File: src/rtl/traffic_pkg.sv
`default_nettype none
// traffic_pkg: shared pedestrian-state encoding, vehicle lamp indices and a lamp helper.
// Revision: 1.0
package traffic_pkg;

   localparam logic [1:0] PED_IDLE     = 2'b00;
   localparam logic [1:0] PED_WAIT_RED = 2'b01;
   localparam logic [1:0] PED_WALK     = 2'b10;
   localparam logic [1:0] PED_FLASH    = 2'b11;

   typedef enum logic [1:0] {
      ST_IDLE     = PED_IDLE,
      ST_WAIT_RED = PED_WAIT_RED,
      ST_WALK     = PED_WALK,
      ST_FLASH    = PED_FLASH
   } ped_state_t;

   localparam int LAMP_GREEN  = 0;
   localparam int LAMP_YELLOW = 1;
   localparam int LAMP_RED    = 2;
   localparam int LAMP_W      = 3;

   function automatic logic lamps_onehot(input logic [LAMP_W-1:0] l);
      return (l != '0) && ((l & (l - LAMP_W'(1))) == '0);
   endfunction

endpackage
`default_nettype wire

File: src/rtl/button_debounce.sv
`default_nettype none
// button_debounce: two-flop synchroniser followed by a stable-level debounce counter.
// Revision: 1.0
module button_debounce #(
   parameter int DEBOUNCE_CYCLES = 1000000,
   parameter int CNT_W           = 32
) (
   input  logic clk_i,
   input  logic rst_ni,
   input  logic button_i,
   output logic db_lvl_o
);

   logic             sync1_q;
   logic             sync2_q;
   logic             db_lvl_q;
   logic             db_lvl_d;
   logic [CNT_W-1:0] db_cnt_q;
   logic [CNT_W-1:0] db_cnt_d;

   always_comb begin
      db_lvl_d = db_lvl_q;
      db_cnt_d = '0;
      if (sync2_q != db_lvl_q) begin
         if (db_cnt_q == CNT_W'(DEBOUNCE_CYCLES - 1)) begin
            db_lvl_d = sync2_q;
         end else begin
            db_cnt_d = db_cnt_q + CNT_W'(1);
         end
      end
   end

   always_ff @(posedge clk_i or negedge rst_ni) begin
      if (!rst_ni) begin
         sync1_q  <= 1'b0;
         sync2_q  <= 1'b0;
         db_lvl_q <= 1'b0;
         db_cnt_q <= '0;
      end else begin
         sync1_q  <= button_i;
         sync2_q  <= sync1_q;
         db_lvl_q <= db_lvl_d;
         db_cnt_q <= db_cnt_d;
      end
   end

   assign db_lvl_o = db_lvl_q;

endmodule
`default_nettype wire

File: src/rtl/ped_crossing_ctrl.sv
`default_nettype none
// ped_crossing_ctrl: pedestrian Walk/DontWalk sequencer slaved to the vehicle red phase.
// Revision: 1.0
module ped_crossing_ctrl
   import traffic_pkg::*;
#(
   parameter int DEBOUNCE_CYCLES = 1000000,
   parameter int WALK_CYCLES     = 300000000,
   parameter int FLASH_CYCLES    = 200000000,
   parameter int FLASH_HALF      = 50000000,
   parameter int CNT_W           = 32
) (
   input  logic clk,
   input  logic reset,
   input  logic button,
   input  logic Green,
   input  logic Yellow,
   input  logic Red,
   output logic Walk,
   output logic DontWalk,
   output logic ReqPending,
   output logic Fault
);

   logic              db_lvl;
   logic              db_prev_q;
   logic              red_q;
   logic [1:0]        arm_q;
   ped_state_t        state_q, state_d;
   logic [CNT_W-1:0]  timer_q, timer_d;
   logic [CNT_W-1:0]  flash_q, flash_d;
   logic              walk_q, walk_d;
   logic              dw_q, dw_d;
   logic              req_q, req_d;
   logic              fault_q, fault_d;
   logic [LAMP_W-1:0] lamps;
   logic              db_rise;
   logic              red_rise;
   logic              lamp_fault;

   button_debounce #(
      .DEBOUNCE_CYCLES (DEBOUNCE_CYCLES),
      .CNT_W           (CNT_W)
   ) u_debounce (
      .clk_i    (clk),
      .rst_ni   (reset),
      .button_i (button),
      .db_lvl_o (db_lvl)
   );

   assign lamps[LAMP_GREEN]  = Green;
   assign lamps[LAMP_YELLOW] = Yellow;
   assign lamps[LAMP_RED]    = Red;

   assign db_rise  = db_lvl & ~db_prev_q;
   assign red_rise = Red & ~red_q;

   // A clean hand-over from Red to Green/Yellow ends the phase early; only a
   // lamp that lights alongside Red during Walk is a conflict.
   assign lamp_fault = ((arm_q == 2'd2) && !lamps_onehot(lamps)) ||
                       ((state_q == ST_WALK) && Red && (Green || Yellow));

   always_comb begin
      state_d = state_q;
      timer_d = timer_q;
      flash_d = flash_q;
      walk_d  = walk_q;
      dw_d    = dw_q;
      req_d   = req_q;
      fault_d = fault_q | lamp_fault;

      if (fault_d) begin
         state_d = ST_IDLE;
         timer_d = '0;
         flash_d = '0;
         walk_d  = 1'b0;
         dw_d    = 1'b1;
         req_d   = 1'b0;
      end else begin
         case (state_q)
            ST_IDLE: begin
               walk_d = 1'b0;
               dw_d   = 1'b1;
               req_d  = req_q | db_rise;
               if (req_q) begin
                  state_d = ST_WAIT_RED;
               end
            end
            ST_WAIT_RED: begin
               if (red_rise) begin
                  state_d = ST_WALK;
                  req_d   = 1'b0;
                  timer_d = CNT_W'(WALK_CYCLES - 1);
                  walk_d  = 1'b1;
                  dw_d    = 1'b0;
               end
            end
            ST_WALK: begin
               if (!Red) begin
                  state_d = ST_IDLE;
                  timer_d = '0;
                  walk_d  = 1'b0;
                  dw_d    = 1'b1;
               end else if (timer_q == '0) begin
                  state_d = ST_FLASH;
                  timer_d = CNT_W'(FLASH_CYCLES - 1);
                  flash_d = CNT_W'(FLASH_HALF - 1);
                  walk_d  = 1'b0;
                  dw_d    = 1'b1;
               end else begin
                  timer_d = timer_q - CNT_W'(1);
               end
            end
            ST_FLASH: begin
               if (!Red || (timer_q == '0)) begin
                  state_d = ST_IDLE;
                  timer_d = '0;
                  flash_d = '0;
                  walk_d  = 1'b0;
                  dw_d    = 1'b1;
               end else begin
                  timer_d = timer_q - CNT_W'(1);
                  if (flash_q == '0) begin
                     dw_d    = ~dw_q;
                     flash_d = CNT_W'(FLASH_HALF - 1);
                  end else begin
                     flash_d = flash_q - CNT_W'(1);
                  end
               end
            end
            default: begin
               state_d = ST_IDLE;
               walk_d  = 1'b0;
               dw_d    = 1'b1;
            end
         endcase
      end
   end

   always_ff @(posedge clk or negedge reset) begin
      if (!reset) begin
         state_q   <= ST_IDLE;
         timer_q   <= '0;
         flash_q   <= '0;
         walk_q    <= 1'b0;
         dw_q      <= 1'b1;
         req_q     <= 1'b0;
         fault_q   <= 1'b0;
         db_prev_q <= 1'b0;
         red_q     <= 1'b0;
         arm_q     <= 2'd0;
      end else begin
         state_q   <= state_d;
         timer_q   <= timer_d;
         flash_q   <= flash_d;
         walk_q    <= walk_d;
         dw_q      <= dw_d;
         req_q     <= req_d;
         fault_q   <= fault_d;
         db_prev_q <= db_lvl;
         red_q     <= Red;
         // Lamp checking is blanked for the first two edges after reset release.
         if (arm_q != 2'd2) begin
            arm_q <= arm_q + 2'd1;
         end
      end
   end

   assign Walk       = walk_q;
   assign DontWalk   = dw_q;
   assign ReqPending = req_q;
   assign Fault      = fault_q;

endmodule
`default_nettype wire

File: config.mk
export PLATFORM = sky130hd
export DESIGN_NAME = ped_crossing_ctrl
export DESIGN_NICKNAME = d
export VERILOG_FILES = /design/src/rtl/traffic_pkg.sv /design/src/rtl/button_debounce.sv /design/src/rtl/ped_crossing_ctrl.sv
export SDC_FILE = /design/constraint.sdc
export NUM_CORES = 1
export LEC_CHECK = 0
export CORE_AREA = 10 10 128 130
export DETAILED_ROUTE_END_ITERATION = 10
export DIE_AREA = 0 0 138 140
export PLACE_DENSITY = 0.69
export SKIP_CTS_REPAIR_TIMING = 1
export SYNTH_ARGS = -nofsm -noshare
export SYNTH_HDL_FRONTEND = slang
export SYNTH_SLANG_ARGS = --single-unit
File: constraint.sdc
create_clock -name clk -period 2.7 [get_ports clk]
set_input_delay 0.54 -clock clk [delete_from_list [all_inputs] [get_ports clk]]
set_output_delay 0.54 -clock clk [all_outputs]
set_load 0.02 [all_outputs]
==> impl_metrics.yaml <==
layout:
  syn2layout_area_growth_pct: 21.1
  fin_nets: 757
  fin_util: 0.534
  ff_latch_area_um2: 2730
  drive_gt1_frac: 0.167
  multiInputGateArea_um2: 3230
  fill_cells: 1292
  antenna_cells: 0
worst_setup_path:
  slowest_stage: "or4_4"
  critical_path_class: "reg -> reg"
  cp_top_family: "simple AND/OR/NAND/NOR gates"
  arrival_ns: 3.05
  critPathMaxStageDelay_ns: 0.56
  path_cells: "or4_4 > or4_4 > buf_6 > or4_4 > a21oi_4 > clkbuf_16 > a21o_1 > a22o_1"
  crit_path_start_kind: "flop"
  crit_top_cell: "or4_4"
  end_kind: "flop"
  critPathRequiredTime_ns: 3.00
  crit_buf_inv: 2
  cp_max_fo: 7
logic_synthesis:
  ys_types: 64
  yosysWarnings: 0
  synth-seq-area-share: 0.450
  synth-seq-cells: 109
  synthArstFlopShare: 1.00
  synth_simple_gate_area_frac: 0.237
  postSynthAreaPerCell_um2: 9.01
  syn-num-nets: 686
  syn_inst: 674
  synthMuxAreaShare: 0.00866
  synth_xor_area_frac: 0.0519
  ys.flop_type: "dfrtp_1"
  yosys.area_share.adder: 0.0124
  synth_edf_count: 0
  netlist_area_um2: 6070
  synth_top_family_by_area: "simple AND/OR/NAND/NOR gates"
  synth_compound_gate_area_share: 0.202
power_and_ir_drop:
  ir_drop_mv: 0.335
  power_density_nw_per_um2: 441
  leakage_uw: 0.00337
route:
  wl_per_cell_um: 17.0
  vias: 5482
  ant_nets: 0
  viasPerCell: 5.90
  drtIter0Drc: 407
  drc: 0
  dr.pass1.iters: 5
  postRouteWirelength_um: 15800
clock_tree:
  insertion_delay_ns: 0.36
  numCtsBuffers: 9
  cts.path.max_buffers: 2
  cts.sinks: 109
  clockRootBuffer: "clkbuf_16"
  cts_tree: "done"
  htreeDepth: 3
  cts.clk_slew.worst_paths_ns: 0.07
sta:
  rsz0062_at_grt: "true"
  min_period_ns: 2.75
  setup_ws_ns: -0.0470
  finalSetupTns_ns: -0.241
  clock_skew_ns: 0.00815
  slew_headroom: 0.544
  finalHoldViolations: 0
  report.final.slew_viol_count: 0
  post-route-period-util: 1.02
  fmax_mhz: 364
  setup_viol: 11
  worst_pin_slew_ns: 0.679
grt:
  track_usage: 0.159
  grt_max_degree: 85
  grt_pass1_vias: 5394
  grt-ovfl-total: 0
  grt_pass1_wl_um: 26400
  grt_antenna_before_repair: 0
status:
  status: "complete, but fails checks"
  violations: "negative setup slack"
floorplan:
  die_h_um: 140
  core_area_um2: 13800
  die_area_um2: 19300
  start_util: 0.441
  dieWidth_um: 138
  std_cell_rows: 43
  num_io_pins: 10
min_path:
  hold_path_class: "in -> async"
placed_design:
  dp_hpwl_um: 10900
  io_buffers: 9
  gp_congestion: 0.954
run:
  maxCapViolations: 0
[metal layers]
layer  wire length, µm  vias up  track usage
met3               804       28       0.0338
met1              7300     2700        0.211
met5                 0        -            0
met4               283        0       0.0633
met2              7380      146        0.246
li1                  -     2608            -
[flip-flops by register name, summed over array words and instances, names as in the netlist, 2 cells and up]
register and count:
arm_q 2, flash_q 32, state_q 2, timer_q 32, u_debounce.db_cnt_q 32
[cell usage after synthesis, drive strengths merged, types with 3 or more instances]
library cell | n | area share
dfrtp | 108 | 0.45
nor2 | 73 | 0.045
nand2 | 54 | 0.033
o21ai | 52 | 0.043
a21oi | 40 | 0.034
nor3 | 33 | 0.028
inv | 29 | 0.018
nand3 | 23 | 0.019
nor4 | 23 | 0.025
xnor2 | 19 | 0.027
xor2 | 17 | 0.025
clkbuf | 16 | 0.0099
or3 | 16 | 0.016
a21o | 15 | 0.019
a22o | 15 | 0.022
nand4 | 11 | 0.011
buf | 9 | 0.011
o31ai | 9 | 0.013
or4 | 9 | 0.013
nand2b | 8 | 0.0082
o22ai | 8 | 0.0082
a31oi | 7 | 0.0072
ha | 6 | 0.012
nor3b | 5 | 0.0062
o22a | 5 | 0.0072
nor2b | 4 | 0.0041
o21a | 4 | 0.0062
o41ai | 4 | 0.0070
a211oi | 3 | 0.0037
a2bb2oi | 3 | 0.0043
and2 | 3 | 0.0031
and3 | 3 | 0.0031
and4 | 3 | 0.0043
mux2i | 3 | 0.0049
nor4b | 3 | 0.0043
o2bb2ai | 3 | 0.0043
or2 | 3 | 0.0031
[worst reg2reg max path, cell delays in order (launching register included)]
cell	delay (ns)
dfrtp_1	0.38
or4_4	0.56
or4_4	0.52
buf_6	0.15
or4_4	0.45
a21oi_4	0.23
clkbuf_16	0.19
a21o_1	0.10
a22o_1	0.12
[area by class of cell]
class                           count  share of cell area
Timing Repair Buffer               84              0.0988
Clock inverter                      5              0.0136
Sequential cell                   109               0.371
Tap cell                          180              0.0306
Clock buffer                       10              0.0312
Inverter                           29              0.0148
Multi-Input combinational cell    512               0.440
[cells in the final DEF (no fill, tap or decap), types with 10 or more instances in the layout]
master	instances
dfrtp_1	108
nor2_1	73
buf_4	69
nand2_1	53
o21ai_0	48
a21oi_1	36
nor3_1	32
inv_1	29
nand3_1	22
nor4_1	20
xnor2_1	19
xor2_1	17
or3_1	15
a22o_1	15
a21o_1	13
nand4_1	11
clkbuf_16	10
[metrics by stage]
stage / hold WS [ns] / setup WS, ns / total power [µW] / area (µm²) / cells
floorplan: 0.244 / -0.0740 / 1700 / 6090 / 674
global placement: 0.339 / -0.0579 / 1750 / 6870 / 910
detailed placement: 0.339 / -0.123 / 1760 / 6870 / 910
CTS: 0.0887 / -0.110 / 3270 / 7200 / 925
global route: 0.113 / -0.0954 / 3340 / 7350 / 929
finish: 0.0908 / -0.0470 / 3240 / 7350 / 929
[path summary, 6_finish.rpt]
path	from	end	slack [ns]	depth (start not counted)
setup / recovery	timer_q[12]$_DFFE_PN0P_	flash_q[13]$_DFFE_PN0P_	-0.05	8
hold / removal	reset	timer_q[0]$_DFFE_PN0P_	0.09	1
setup reg to reg	timer_q[12]$_DFFE_PN0P_	flash_q[13]$_DFFE_PN0P_	-0.05	8
hold reg to reg	u_debounce.sync1_q$_DFF_PN0_	u_debounce.sync2_q$_DFF_PN0_	0.35	0
max in group asynchronous	reset	DontWalk$_DFFE_PN1P_	1.83	2
min in group clk	u_debounce.sync1_q$_DFF_PN0_	u_debounce.sync2_q$_DFF_PN0_	0.35	0
[kinds of logic after synthesis]
kind of cell	Yosys count
mux	5
buf+inv	54
fa+ha+maj	6
compound gates	183
xor+xnor	36
flops	109
simple gates	281
[where the power goes]
part | internal [µW] | total [µW] | switching, µW
combinational | 22.9 | 81.7 | 58.8
sequential | 1640 | 1640 | 5.01
clock | 900 | 1510 | 615
total | 2560 | 3240 | 679
(Power assumes the default switching activity.)
